File: src/rtl/inst_data_arbiter_pkg.sv
// rtl/inst_data_arbiter_pkg.sv - shared encodings for the inst/data bus arbiter
package inst_data_arbiter_pkg;

  typedef enum logic [1:0] {
    ST_IDLE = 2'd0,
    ST_ADDR = 2'd1,
    ST_DATA = 2'd2
  } state_e;

  typedef enum logic [1:0] {
    OWN_NONE = 2'd0,
    OWN_INST = 2'd1,
    OWN_DATA = 2'd2
  } owner_e;

  localparam logic [1:0] SIZE_BYTE = 2'd0;
  localparam logic [1:0] SIZE_HALF = 2'd1;
  localparam logic [1:0] SIZE_WORD = 2'd2;

endpackage

File: src/rtl/inst_data_arbiter_if.sv
// rtl/inst_data_arbiter_if.sv - fetch, load/store and shared-bus handshake bundle
interface inst_data_arbiter_if #(
  parameter int ADDR_W = 32,
  parameter int DATA_W = 32
);
  logic                  inst_req;
  logic [ADDR_W-1:0]     inst_addr;
  logic                  inst_addr_ok;
  logic                  inst_data_ok;
  logic [DATA_W-1:0]     inst_rdata;
  logic                  inst_cancel;

  logic                  data_req;
  logic                  data_wr;
  logic [1:0]            data_size;
  logic [ADDR_W-1:0]     data_addr;
  logic [DATA_W/8-1:0]   data_wstrb;
  logic [DATA_W-1:0]     data_wdata;
  logic                  data_addr_ok;
  logic                  data_data_ok;
  logic [DATA_W-1:0]     data_rdata;

  logic                  bus_req;
  logic                  bus_wr;
  logic [1:0]            bus_size;
  logic [ADDR_W-1:0]     bus_addr;
  logic [DATA_W/8-1:0]   bus_wstrb;
  logic [DATA_W-1:0]     bus_wdata;
  logic                  bus_addr_ok;
  logic                  bus_data_ok;
  logic [DATA_W-1:0]     bus_rdata;

  logic                  busy;

  // slave: the arbiter itself; master: everything around it (core + bus bridge)
  modport slave (
    input  inst_req, inst_addr, inst_cancel,
    input  data_req, data_wr, data_size, data_addr, data_wstrb, data_wdata,
    input  bus_addr_ok, bus_data_ok, bus_rdata,
    output inst_addr_ok, inst_data_ok, inst_rdata,
    output data_addr_ok, data_data_ok, data_rdata,
    output bus_req, bus_wr, bus_size, bus_addr, bus_wstrb, bus_wdata,
    output busy
  );

  modport master (
    output inst_req, inst_addr, inst_cancel,
    output data_req, data_wr, data_size, data_addr, data_wstrb, data_wdata,
    output bus_addr_ok, bus_data_ok, bus_rdata,
    input  inst_addr_ok, inst_data_ok, inst_rdata,
    input  data_addr_ok, data_data_ok, data_rdata,
    input  bus_req, bus_wr, bus_size, bus_addr, bus_wstrb, bus_wdata,
    input  busy
  );

endinterface

File: src/rtl/inst_data_arbiter.sv
// rtl/inst_data_arbiter.sv - one-outstanding arbiter sharing the memory bus between fetch and mem stage
module inst_data_arbiter
  import inst_data_arbiter_pkg::*;
#(
  parameter int ADDR_W = 32,
  parameter int DATA_W = 32
) (
  input  logic               clk,
  input  logic               rst,
  inst_data_arbiter_if.slave io
);

  state_e                state_q;
  owner_e                owner_q;
  logic                  drop_q;
  logic                  bus_req_q;
  logic                  bus_wr_q;
  logic [1:0]            bus_size_q;
  logic [ADDR_W-1:0]     bus_addr_q;
  logic [DATA_W/8-1:0]   bus_wstrb_q;
  logic [DATA_W-1:0]     bus_wdata_q;

  logic addr_hs;
  logic data_fire;
  logic inst_kill;
  logic own_inst;
  logic own_data;

  always_comb begin
    addr_hs   = (state_q == ST_ADDR) && io.bus_addr_ok;
    // a response arriving with the address handshake completes the transfer at once
    data_fire = ((state_q == ST_DATA) || addr_hs) && io.bus_data_ok;
    own_inst  = (owner_q == OWN_INST);
    own_data  = (owner_q == OWN_DATA);
    inst_kill = drop_q || (io.inst_cancel && own_inst);
  end

  assign io.inst_addr_ok = addr_hs && own_inst && !inst_kill;
  assign io.inst_data_ok = data_fire && own_inst && !inst_kill;
  assign io.inst_rdata   = io.inst_data_ok ? io.bus_rdata : '0;
  assign io.data_addr_ok = addr_hs && own_data;
  assign io.data_data_ok = data_fire && own_data;
  assign io.data_rdata   = io.data_data_ok ? io.bus_rdata : '0;

  assign io.bus_req   = bus_req_q;
  assign io.bus_wr    = bus_wr_q;
  assign io.bus_size  = bus_size_q;
  assign io.bus_addr  = bus_addr_q;
  assign io.bus_wstrb = bus_wstrb_q;
  assign io.bus_wdata = bus_wdata_q;
  assign io.busy      = (state_q != ST_IDLE);

  always_ff @(posedge clk or negedge rst) begin
    if (!rst) begin
      state_q     <= ST_IDLE;
      owner_q     <= OWN_NONE;
      drop_q      <= 1'b0;
      bus_req_q   <= 1'b0;
      bus_wr_q    <= 1'b0;
      bus_size_q  <= 2'd0;
      bus_addr_q  <= '0;
      bus_wstrb_q <= '0;
      bus_wdata_q <= '0;
    end else begin
      case (state_q)
        ST_IDLE: begin
          drop_q <= 1'b0;
          // data belongs to the older instruction, so it always wins arbitration
          if (io.data_req) begin
            bus_req_q   <= 1'b1;
            bus_wr_q    <= io.data_wr;
            bus_size_q  <= io.data_size;
            bus_addr_q  <= io.data_addr;
            bus_wstrb_q <= io.data_wstrb;
            bus_wdata_q <= io.data_wdata;
            owner_q     <= OWN_DATA;
            state_q     <= ST_ADDR;
          end else if (io.inst_req && !io.inst_cancel) begin
            bus_req_q   <= 1'b1;
            bus_wr_q    <= 1'b0;
            bus_size_q  <= SIZE_WORD;
            bus_addr_q  <= io.inst_addr;
            bus_wstrb_q <= '0;
            bus_wdata_q <= '0;
            owner_q     <= OWN_INST;
            state_q     <= ST_ADDR;
          end
        end
        ST_ADDR: begin
          if (io.inst_cancel && own_inst) begin
            drop_q <= 1'b1;
          end
          if (addr_hs) begin
            bus_req_q <= 1'b0;
            if (io.bus_data_ok) begin
              state_q <= ST_IDLE;
              owner_q <= OWN_NONE;
              drop_q  <= 1'b0;
            end else begin
              state_q <= ST_DATA;
            end
          end
        end
        ST_DATA: begin
          if (io.inst_cancel && own_inst) begin
            drop_q <= 1'b1;
          end
          if (io.bus_data_ok) begin
            state_q <= ST_IDLE;
            owner_q <= OWN_NONE;
            drop_q  <= 1'b0;
          end
        end
        default: begin
          state_q   <= ST_IDLE;
          owner_q   <= OWN_NONE;
          drop_q    <= 1'b0;
          bus_req_q <= 1'b0;
        end
      endcase
    end
  end

endmodule

File: src/flat_wrapper.sv
// flat-port wrapper written by rule: the top's interface ports become plain ports
module inst_data_arbiter_flat import inst_data_arbiter_pkg::*;
#(
  parameter int ADDR_W = 32,
  parameter int DATA_W = 32
)
  (clk, rst, io_inst_req, io_inst_addr, io_inst_cancel, io_data_req, io_data_wr, io_data_size, io_data_addr, io_data_wstrb, io_data_wdata, io_bus_addr_ok, io_bus_data_ok, io_bus_rdata, io_inst_addr_ok, io_inst_data_ok, io_inst_rdata, io_data_addr_ok, io_data_data_ok, io_data_rdata, io_bus_req, io_bus_wr, io_bus_size, io_bus_addr, io_bus_wstrb, io_bus_wdata, io_busy);
  inst_data_arbiter_if #(.ADDR_W(ADDR_W), .DATA_W(DATA_W)) io_i ();
  input  logic clk;
  input  logic rst;
  input wire logic [$bits(io_i.inst_req)-1:0] io_inst_req;
  input wire logic [$bits(io_i.inst_addr)-1:0] io_inst_addr;
  input wire logic [$bits(io_i.inst_cancel)-1:0] io_inst_cancel;
  input wire logic [$bits(io_i.data_req)-1:0] io_data_req;
  input wire logic [$bits(io_i.data_wr)-1:0] io_data_wr;
  input wire logic [$bits(io_i.data_size)-1:0] io_data_size;
  input wire logic [$bits(io_i.data_addr)-1:0] io_data_addr;
  input wire logic [$bits(io_i.data_wstrb)-1:0] io_data_wstrb;
  input wire logic [$bits(io_i.data_wdata)-1:0] io_data_wdata;
  input wire logic [$bits(io_i.bus_addr_ok)-1:0] io_bus_addr_ok;
  input wire logic [$bits(io_i.bus_data_ok)-1:0] io_bus_data_ok;
  input wire logic [$bits(io_i.bus_rdata)-1:0] io_bus_rdata;
  output wire logic [$bits(io_i.inst_addr_ok)-1:0] io_inst_addr_ok;
  output wire logic [$bits(io_i.inst_data_ok)-1:0] io_inst_data_ok;
  output wire logic [$bits(io_i.inst_rdata)-1:0] io_inst_rdata;
  output wire logic [$bits(io_i.data_addr_ok)-1:0] io_data_addr_ok;
  output wire logic [$bits(io_i.data_data_ok)-1:0] io_data_data_ok;
  output wire logic [$bits(io_i.data_rdata)-1:0] io_data_rdata;
  output wire logic [$bits(io_i.bus_req)-1:0] io_bus_req;
  output wire logic [$bits(io_i.bus_wr)-1:0] io_bus_wr;
  output wire logic [$bits(io_i.bus_size)-1:0] io_bus_size;
  output wire logic [$bits(io_i.bus_addr)-1:0] io_bus_addr;
  output wire logic [$bits(io_i.bus_wstrb)-1:0] io_bus_wstrb;
  output wire logic [$bits(io_i.bus_wdata)-1:0] io_bus_wdata;
  output wire logic [$bits(io_i.busy)-1:0] io_busy;
  assign io_i.inst_req = io_inst_req;
  assign io_i.inst_addr = io_inst_addr;
  assign io_i.inst_cancel = io_inst_cancel;
  assign io_i.data_req = io_data_req;
  assign io_i.data_wr = io_data_wr;
  assign io_i.data_size = io_data_size;
  assign io_i.data_addr = io_data_addr;
  assign io_i.data_wstrb = io_data_wstrb;
  assign io_i.data_wdata = io_data_wdata;
  assign io_i.bus_addr_ok = io_bus_addr_ok;
  assign io_i.bus_data_ok = io_bus_data_ok;
  assign io_i.bus_rdata = io_bus_rdata;
  assign io_inst_addr_ok = io_i.inst_addr_ok;
  assign io_inst_data_ok = io_i.inst_data_ok;
  assign io_inst_rdata = io_i.inst_rdata;
  assign io_data_addr_ok = io_i.data_addr_ok;
  assign io_data_data_ok = io_i.data_data_ok;
  assign io_data_rdata = io_i.data_rdata;
  assign io_bus_req = io_i.bus_req;
  assign io_bus_wr = io_i.bus_wr;
  assign io_bus_size = io_i.bus_size;
  assign io_bus_addr = io_i.bus_addr;
  assign io_bus_wstrb = io_i.bus_wstrb;
  assign io_bus_wdata = io_i.bus_wdata;
  assign io_busy = io_i.busy;
  inst_data_arbiter #(.ADDR_W(ADDR_W), .DATA_W(DATA_W)) u_core (.clk(clk), .rst(rst), .io(io_i));
endmodule
File: config.mk
export PLATFORM = sky130hd
export DESIGN_NAME = inst_data_arbiter_flat
export DESIGN_NICKNAME = d
export VERILOG_FILES = /design/src/rtl/inst_data_arbiter_pkg.sv /design/src/rtl/inst_data_arbiter_if.sv /design/src/rtl/inst_data_arbiter.sv /design/src/flat_wrapper.sv
export SDC_FILE = /design/constraint.sdc
export NUM_CORES = 1
export LEC_CHECK = 0
export BUFFER_PORTS_ARGS = -buffer_cell sky130_fd_sc_hd__buf_2
export CAP_MARGIN = 20
export CORE_MARGIN = 10
export CORE_UTILIZATION = 44
export DETAILED_ROUTE_END_ITERATION = 8
export PLACE_DENSITY = 0.87
export SLEW_MARGIN = 20
export SYNTH_ARGS = -nofsm -noshare
export SYNTH_HDL_FRONTEND = slang
export SYNTH_SLANG_ARGS = --single-unit
File: constraint.sdc
create_clock -name clk -period 2.91 [get_ports clk]
set_clock_uncertainty 0.05 [all_clocks]
set_input_delay 0.1455 -clock clk [delete_from_list [all_inputs] [get_ports clk]]
set_output_delay 0.1455 -clock clk [all_outputs]
set_load 0.02 [all_outputs]
==> results of run 1 <==
-- worst reg2reg max path: stages (launching register included) --
cell	delay, ns
dfrtp_1	0.40
inv_1	0.12
ha_1	0.29
and2_1	0.22
buf_4	0.39
nor2b_1	0.22
a21oi_1	0.08
-- flip-flops by register name (all words and copies together) (netlist names) --
signal	count
u_core.owner_q	2
u_core.io.bus_wr	1
u_core.io.bus_req	1
u_core.state_q	2
u_core.io.bus_wdata	32
u_core.drop_q	1
u_core.io.bus_addr	32
u_core.io.bus_wstrb	4
u_core.io.bus_size	2
-- layout make-up --
cell class                      instances  area [um^2]
Antenna cell                            1         2.50
Clock buffer                           11          141
Clock inverter                          5          106
Fill cell                             613         2350
Inverter                                6         22.5
Multi-Input combinational cell        202         1750
Sequential cell                        77         1930
Tap cell                              105          131
Timing Repair Buffer                  329         1870
-- how the worst max path moves through the flow --
stage | start | endpoint | cells past startpoint
2_1_floorplan | u_core.state_q[0] | io_data_rdata[22] | 6
3_3_place_gp | u_core.owner_q[1] | io_inst_rdata[21] | 5
3_5_place_dp | u_core.state_q[0] | io_inst_rdata[14] | 7
4_1_cts | u_core.state_q[0] | io_inst_rdata[14] | 7
5_1_grt | u_core.state_q[1] | io_inst_rdata[21] | 7
6_report | u_core.state_q[0] | io_inst_rdata[14] | 7
-- synth_stat cells, drive strengths merged, types with 2 or more instances --
cell type   n  area, um^2
nor2        4        15.0
clkbuf     16        60.1
buf         7        36.3
nor2b       5        31.3
inv         6        22.5
and2       65         407
dfrtp      77        1930
ha          4        50.1
a22o       38         333
nor3        2        15.0
a21oi       3        15.0
mux2       65         732
o31ai       2        15.0
-- per-stage QoR --
step                cell area (um^2)  util [%]  setup slack, ns  hold WS [ns]  cells
finish                          5950      71.6            0.665        0.0688    736
CTS                             5940      71.6            0.636        0.0534    735
detailed placement              5300      63.8             1.03         0.298    679
floorplan                       3770         -            0.980        -0.200    308
global placement                5300      63.8             1.09         0.288    679
global route                    5950      71.6            0.501        0.0816    736
-- power groups by stage --
stage	combinational, mW	sequential, mW	clock [mW]
2_1_floorplan	1.02	2.44	0
3_3_place_gp	2.55	1.84	0
3_5_place_dp	2.63	1.86	0
4_1_cts	2.66	1.86	1.01
5_1_grt	2.84	1.94	1.07
6_report	2.67	1.89	1.00
-- kinds of logic (layout without fill, tap and decap cells) --
kind of cell / Yosys count / count (layout)
AND/OR/NAND/NOR: 81 / 81
flip-flops: 77 / 77
multiplexers: 65 / 65
AO/OA/AOI/OAI: 52 / 52
buffers and inverters: 29 / 351
adder cells (fa/ha/maj): 4 / 4
other: 0 / 1
-- per-layer routing --
layer | track usage (%) | routed length [um] | share of wire (%) | up-vias
met3 | 9.11 | 1590 | 9.8 | 42
met4 | 9.48 | 507 | 3.1 | 2
met1 | 25.2 | 5680 | 35 | 1839
met2 | 45.1 | 8480 | 52 | 242
li1 | - | - | - | 1720
met5 | 0 | 13 | 0.080 | -
==> results.py, run 1 <==
metrics = {
    "yosys": {
        "synth_cell_types": 32,
        "synth_warnings": 0,
        "synth_edf_count": 0,
        "netlist_area_mm2": 0.00377,
        "synth_fp_nets": 454,
        "synthMuxAreaShare_pct": 19.4,
        "synth_cells": 308,
        "synthSimpleGateAreaFrac_pct": 13.4,
        "synth_seq_area_share_pct": 51.1,
        "synth-main-ff-cell": "dfrtp_1",
        "synth_seq_cells": 77,
        "yosys.area_share.xor_xnor_pct": 0,
        "ys_async_sr_fraction_pct": 100,
        "synth_top_family_by_area": "multiplexers",
        "synth-compound-area-share_pct": 11.7,
        "synthAdderAreaFrac_pct": 1.33,
        "avgSynthCellArea_um2": 12.3,
    },
    "placed_design": {
        "dp_hpwl_mm": 12.3,
        "place.gp.congestion": 0.970,
        "port_buffers": 282,
    },
    "setup_path": {
        "cp_top_family": "buffers and inverters",
        "worst_r2r_startpoint": "u_core.state_q[1]",
        "crit_chain": "inv_1 -> ha_1 -> a21oi_1 -> nor3_2 -> buf_4 -> and2_1 -> buf_2",
        "arrival_ns": 2.05,
        "critPathMaxFanout": 33,
        "max_stage_delay_ns": 0.38,
        "required_ns": 2.71,
        "worst_setup_path_end_kind": "output port",
        "startpoint_type": "flop",
        "slowest_stage": "dfrtp_1",
        "r2r_cells": 6,
        "reg2reg_slack_ns": 1.02,
        "worstSetupPathType": "flop to output port",
        "cp_num_buf_inv": 3,
        "timing.rr.end": "u_core.io.bus_size[1]",
    },
    "cts": {
        "root_buffer": "clkbuf_8",
        "h-tree-depth": 3,
        "insertion_delay_ns": 0.34,
        "cts_tree": "yes",
        "cts_resized": 0,
        "numCtsBuffers": 9,
        "post_cts_buffers": 0,
        "cts_num_sinks": 77,
        "clk_pin_slew_ns": 0.08,
        "cts-hold-fix-buffers": 40,
        "cts_max_path_buffers": 2,
    },
    "global_routing": {
        "grt_max_degree": 78,
        "grt.overflow.total": 0,
        "grt_antenna_before_repair": 2,
        "grt_use_total_pct": 24.8,
        "grt_pass1_vias": 4309,
        "grt_pass1_wl_mm": 24.9,
    },
    "sta": {
        "clock.fmax_mhz": 446,
        "fin_crit_sh_pct": 77.1,
        "period_minus_slack_ns": 2.24,
        "fin_setup_tns_ns": 0,
        "finalMaxSlewViolations": 0,
        "max-slew-margin-rel_pct": 37.2,
        "hold_viol": 0,
        "finalSetupViolations": 0,
        "worstMarginPinSlew_ns": 0.943,
        "rsz0062_at_grt": "false",
    },
    "worst_hold_path": {
        "min-delay-start": "io_inst_addr[26]",
        "hold_end": "u_core.io.bus_addr[26]",
        "min_path_type": "input pin to flop",
        "min_path_cells": 3,
    },
    "detailed_routing": {
        "vias": 3845,
        "wl_per_cell_um": 22.1,
        "viasPerCell": 5.22,
        "totalWireLength_mm": 16.3,
        "drcViolationCount": 0,
        "ant_nets": 0,
        "firstDrtPassIters": 6,
        "drt_iter0_markers": 214,
    },
    "pwr": {
        "ir_drop_mv": 0.623,
        "pwr-share-comb_pct": 48.0,
        "seqPwrFrac_pct": 34.0,
        "internal_power_mw": 3.24,
        "clkPwrFrac_pct": 18.0,
        "p_per_area_mw_per_mm2": 934,
        "p_leak_nw": 3.23,
        "swShare_pct": 41.6,
        "finalPower_mw": 5.55,
        "p_switching_mw": 2.31,
    },
    "finish": {
        "final_cell_mix": "281 x buf_2, 77 x dfrtp_1, 65 x and2_1, 44 x mux2_1, 40 x dlygate4sd3_1",
        "syn_to_final_growth_pct": 57.6,
        "final_common_cell": "buf_2",
        "fin_nets": 771,
        "drive_gt1_share_pct": 52.4,
    },
    "floorplan": {
        "initial_utilization_pct": 45.5,
        "fp.dieW_um": 113,
        "fp.dieArea_mm2": 0.0127,
        "die_h_um": 113,
        "io_pins": 283,
        "rows": 33,
        "core-area_mm2": 0.00830,
    },
    "flow_run": {
        "drv_cap": 0,
    },
    "run_status": {
        "status": "finished, final reports clean",
    },
}
No activity file was read; power rests on OpenSTA's default activity.
==> inputs of run 2 (changes only) <==
- CORE_UTILIZATION: 44 -> 37
- PLACE_DENSITY: 0.87 -> 0.78
- clock period: 2.91 -> 1.8 ns (I/O delays scaled with it)
==> results.py, run 2 (synthesized netlist as in run 1, its figures left out) <==
metrics = {
    "flow_run": {
        "drv_cap": 0,
    },
    "setup_path": {
        "worstSetupPathType": "flop to output port",
        "r2r_cells": 6,
        "startpoint_type": "flop",
        "reg2reg_slack_ns": 0.08,
        "timing.rr.end": "u_core.state_q[0]",
        "critPathCapture": "io_inst_rdata[31]",
        "crit_chain": "or4b_4 -> nor3_4 -> buf_6 -> and2_1 -> buf_6",
        "slowest_stage": "or4b_4",
        "cp_top_family": "simple AND/OR/NAND/NOR gates",
        "cp.depth": 5,
        "cp_num_buf_inv": 2,
        "arrival_ns": 2.07,
        "cpMostUsedCell": "buf_6",
        "required_ns": 1.66,
        "critPathLaunch": "u_core.drop_q",
        "worst_r2r_startpoint": "u_core.state_q[1]",
        "worst_setup_path_end_kind": "output port",
        "critPathMaxFanout": 17,
        "max_stage_delay_ns": 0.58,
    },
    "finish": {
        "final_cell_area_mm2": 0.00687,
        "syn_to_final_growth_pct": 82.1,
        "final_common_cell": "buf_2",
        "drive_gt1_share_pct": 63.9,
        "multi_input_area_mm2": 0.00198,
        "final_cell_mix": "214 x buf_2, 77 x dfrtp_1, 72 x buf_6, 53 x and2_4, 44 x mux2_1",
        "fill_cells": 650,
        "regArea_mm2": 0.00193,
        "fin_nets": 792,
    },
    "floorplan": {
        "fp.dieArea_mm2": 0.0146,
        "die_h_um": 121,
        "initial_utilization_pct": 38.3,
        "core-area_mm2": 0.00986,
        "io_pins": 283,
        "rows": 36,
        "fp.dieW_um": 121,
    },
    "sta": {
        "hold_slack_ns": 0.0185,
        "max-slew-margin-rel_pct": 66.6,
        "period_minus_slack_ns": 2.21,
        "worstMarginPinSlew_ns": 0.502,
        "finalMaxSlewViolations": 0,
        "clock.fmax_mhz": 452,
        "fin_crit_sh_pct": 123,
        "rsz0062_at_grt": "true",
        "hold_viol": 0,
        "fin_setup_tns_ns": -19.29,
        "finalSetupViolations": 65,
        "finalWorstSetupSlack_ns": -0.412,
    },
    "placed_design": {
        "port_buffers": 282,
        "place.gp.congestion": 1.04,
        "dp_hpwl_mm": 11.2,
        "placed_area_mm2": 0.00544,
    },
    "detailed_routing": {
        "viasPerCell": 5.03,
        "drcViolationCount": 0,
        "totalWireLength_mm": 18.0,
        "ant_nets": 0,
        "wl_per_cell_um": 22.9,
        "drt_iter0_markers": 254,
        "firstDrtPassIters": 4,
        "vias": 3954,
    },
    "cts": {
        "cts_tree": "yes",
        "insertion_delay_ns": 0.34,
        "root_buffer": "clkbuf_8",
        "cts_max_path_buffers": 2,
        "h-tree-depth": 3,
        "numCtsBuffers": 9,
        "cts_num_sinks": 77,
        "clk_pin_slew_ns": 0.09,
    },
    "pwr": {
        "p_per_area_mw_per_mm2": 1330,
        "p_leak_nw": 3.49,
        "ir_drop_mv": 0.819,
    },
    "worst_hold_path": {
        "min_path_type": "input pin to flop",
    },
    "global_routing": {
        "grt_pass1_wl_mm": 24.6,
        "grt.overflow.total": 0,
        "grt_use_total_pct": 21.3,
        "grt_max_degree": 46,
        "grt_pass1_vias": 4298,
        "grt_antenna_before_repair": 3,
    },
    "run_status": {
        "violations": "setup timing",
        "status": "complete, but fails checks",
    },
}
run 2: changes by cell type in the layout (fill, tap and decap cells not counted), moves of 2 or more:
cell,delta
inv_2,+2
clkinv_4,+3
buf_12,+5
buf_6,+72
buf_4,+7
clkbuf_16,+3
ha_1,-3
and2_4,+53
and2_1,-53
ha_4,+3
bufinv_16,-3
inv_1,-2
buf_2,-67
run 2: cell type report:
type / count / area share (%)
antenna: 2 / 0.0728
clock buffer: 11 / 2.20
clock inverter: 5 / 0.619
inverter: 6 / 0.328
multi-input combinational: 202 / 28.8
sequential: 77 / 28.0
tap: 133 / 2.42
timing repair buffer: 350 / 37.6
run 2: how the worst min path moves through the flow:
stage | from | endpoint | slack [ns] | cells past startpoint
6_report | io_inst_addr[16] | u_core.io.bus_addr[16] | 0.02 | 3
5_1_grt | io_inst_addr[23] | u_core.io.bus_addr[23] | 0.009 | 3
4_1_cts | io_inst_addr[12] | u_core.io.bus_addr[12] | 0.0006 | 3
3_5_place_dp | rst | u_core.io.bus_addr[16] | 0.04 | 1
3_3_place_gp | rst | u_core.io.bus_addr[8] | 0.04 | 1
2_1_floorplan | rst | u_core.drop_q | -0.26 | 0
run 2: worst min-delay path, delay by kind of cell:
family | cells | cell delay (ns)
multiplexers | 2 | 0.22
buffers and inverters | 1 | 0.07
run 2: repair_timing:
| action | in CTS | in global routing |
|---|---|---|
| endpoints found under the hold margin | 77 | 0 |
| gates resized for setup | 144 | 70 |
| buffers inserted | 8 | 5 |
| setup endpoints to repair | 66 | 92 |
| pin swaps | 18 | 18 |
| cloned | 3 | 2 |
| hold buffers | 41 | 0 |
run 2: power by group:
part           switching [mW]  leakage [nW]  internal, mW  total (mW)
combinational            2.75          2.45          2.17        4.92
clock                   0.660        0.0961         0.588        1.25
sequential              0.435         0.941          2.55        2.99
total                    3.84          3.49          5.31        9.15
run 2: per-stage QoR:
| stage | worst slack (ns) | power, mW | utilization (%) | cells |
|---|---|---|---|---|
| floorplan | 0.0468 | 5.58 | - | 308 |
| global placement | 0.0935 | 7.16 | 55.2 | 712 |
| detailed placement | 0.0363 | 7.30 | 55.2 | 712 |
| CTS | -0.325 | 8.95 | 67.0 | 780 |
| global route | -0.489 | 9.68 | 69.6 | 785 |
| finish | -0.412 | 9.15 | 69.6 | 786 |
run 2: routing by layer:
layer,track usage [%],part of all wire (%)
met1,20.6,34
met2,40.2,54
met3,7.12,7.6
met4,8.97,4.6
met5,0,0.072
==> inputs of run 3 (changes only) <==
- CORE_UTILIZATION: 37 -> 41
- GPL_ROUTABILITY_DRIVEN: not set -> 0
- PLACE_DENSITY: 0.78 -> 0.82
- clock period: 1.8 -> 2.3 ns (I/O delays scaled with it)
==> results.py, run 3 (synthesized netlist as in run 1, its figures left out) <==
metrics = {
    "run_status": {
        "status": "finished, final reports clean",
    },
    "sta": {
        "hold_viol": 0,
        "finalSetupViolations": 0,
        "fin_setup_tns_ns": 0,
        "fin_crit_sh_pct": 95.6,
        "period_minus_slack_ns": 2.20,
        "finalMaxSlewViolations": 0,
        "max-slew-margin-rel_pct": 37.6,
        "clock.fmax_mhz": 455,
        "worstMarginPinSlew_ns": 0.937,
    },
    "setup_path": {
        "worst_setup_path_end_kind": "output port",
        "cpMostUsedCell": "buf_4",
        "worstSetupPathType": "flop to output port",
        "max_stage_delay_ns": 0.39,
        "cp_num_buf_inv": 4,
        "required_ns": 2.13,
        "startpoint_type": "flop",
        "slowest_stage": "dfrtp_1",
        "crit_chain": "buf_4 -> ha_4 -> a21oi_1 -> nor4_2 -> buf_4 -> clkbuf_4 -> and2_1 -> buf_2",
        "critPathMaxFanout": 13,
        "arrival_ns": 2.03,
        "cp_top_family": "buffers and inverters",
    },
    "flow_run": {
        "drv_cap": 0,
    },
    "pwr": {
        "p_per_area_mw_per_mm2": 1120,
        "seqPwrFrac_pct": 35.5,
        "p_leak_nw": 3.22,
        "pwr-share-comb_pct": 51.0,
        "swShare_pct": 42.7,
        "ir_drop_mv": 0.681,
        "clkPwrFrac_pct": 13.4,
        "p_switching_mw": 2.83,
        "internal_power_mw": 3.80,
    },
    "detailed_routing": {
        "wl_per_cell_um": 20.1,
        "vias": 3724,
        "viasPerCell": 5.01,
        "firstDrtPassIters": 4,
        "totalWireLength_mm": 15.0,
        "drt_iter0_markers": 187,
        "ant_nets": 0,
        "drcViolationCount": 0,
    },
    "finish": {
        "fin_util_pct": 67.1,
        "syn_to_final_growth_pct": 57.4,
        "final_cell_mix": "281 x buf_2, 77 x dfrtp_1, 65 x and2_1, 44 x mux2_1, 40 x dlygate4sd3_1",
        "fill_cells": 691,
        "drive_gt1_share_pct": 53.2,
        "num_antenna_cells": 0,
        "fin_nets": 776,
        "final_cell_area_mm2": 0.00594,
        "final_common_cell": "buf_2",
    },
    "placed_design": {
        "dp_hpwl_mm": 11.6,
        "port_buffers": 282,
        "placed_area_mm2": 0.00533,
    },
    "global_routing": {
        "grt_pass1_wl_mm": 22.0,
        "grt_use_total_pct": 21.2,
        "grt_pass1_vias": 4012,
        "grt.overflow.total": 0,
        "grt_antenna_before_repair": 0,
        "grt_max_degree": 78,
    },
    "cts": {
        "root_buffer": "clkbuf_8",
        "numCtsBuffers": 9,
        "clk_pin_slew_ns": 0.09,
        "cts_max_path_buffers": 2,
        "cts_num_sinks": 77,
        "h-tree-depth": 3,
        "cts_tree": "yes",
        "insertion_delay_ns": 0.34,
    },
    "worst_hold_path": {
        "min_path_type": "input pin to flop",
    },
    "floorplan": {
        "rows": 34,
        "fp.dieArea_mm2": 0.0134,
        "die_h_um": 116,
        "io_pins": 283,
        "core-area_mm2": 0.00885,
        "fp.dieW_um": 116,
        "initial_utilization_pct": 42.6,
    },
}
[run 3: stage by stage]
step / hold WS (ns) / setup slack (ns) / instances / power, mW
2_1_floorplan: -0.231 / 0.401 / 308 / 4.37
3_3_place_gp: 0.264 / 0.493 / 684 / 5.57
3_5_place_dp: 0.278 / 0.446 / 684 / 5.69
4_1_cts: 0.0108 / 0.0605 / 740 / 6.66
5_1_grt: 0.0238 / -0.0300 / 743 / 7.06
6_report: 0.0250 / 0.101 / 743 / 6.63
[run 3: worst paths after layout]
| kind | to | slack, ns | start | cells past startpoint |
|---|---|---|---|---|
| max in group asynchronous | u_core.io.bus_req | 1.18 | rst | 2 |
| hold / removal | u_core.io.bus_addr[23] | 0.02 | io_inst_addr[23] | 3 |
| min in group asynchronous | u_core.io.bus_addr[18] | 0.43 | rst | 2 |
| hold reg to reg | u_core.io.bus_addr[9] | 0.44 | u_core.io.bus_addr[9] | 1 |
| setup / recovery | io_data_rdata[1] | 0.10 | u_core.state_q[1] | 8 |
| setup reg to reg | u_core.io.bus_addr[17] | 0.45 | u_core.state_q[0] | 5 |
[run 3: area by class of cell]
cell class	count	area, um^2	share of cell area, %
clock buffers	11	131	2.21
clock inverters	5	36.3	0.611
inverters	6	22.5	0.379
multi-input cells	202	1750	29.5
flip-flops and latches	77	1930	32.4
well taps	108	135	2.28
repair buffers	334	1930	32.5
[run 3: power groups by stage]
stage	Sequential, mW	Combinational [mW]	Clock [mW]
2_1_floorplan	3.08	1.29	0
4_1_cts	2.34	3.39	0.925
5_1_grt	2.44	3.64	0.980
3_3_place_gp	2.33	3.24	0
3_5_place_dp	2.35	3.34	0
6_report	2.36	3.38	0.891
[run 3: per-layer routing]
layer | part of all wire [%] | GRT usage [%]
met3 | 11 | 9.25
met4 | 3.2 | 8.26
met5 | 0 | 0
met2 | 53 | 40.1
met1 | 32 | 19.4
[run 3: timing repair]
action / in CTS / in global routing
endpoints found under the setup margin: 0 / 58
buffers inserted: 0 / 2
resized for setup: 0 / 9
hold buffers: 40 / 0
hold endpoints to repair: 116 / 0
[run 3: worst register-to-register path, stage by stage, from the launching register on]
cell and delay [ns]:
dfrtp_1 0.40, inv_2 0.08, ha_1 0.28, o21ai_4 0.31
buf_12 0.26, mux2_2 0.37
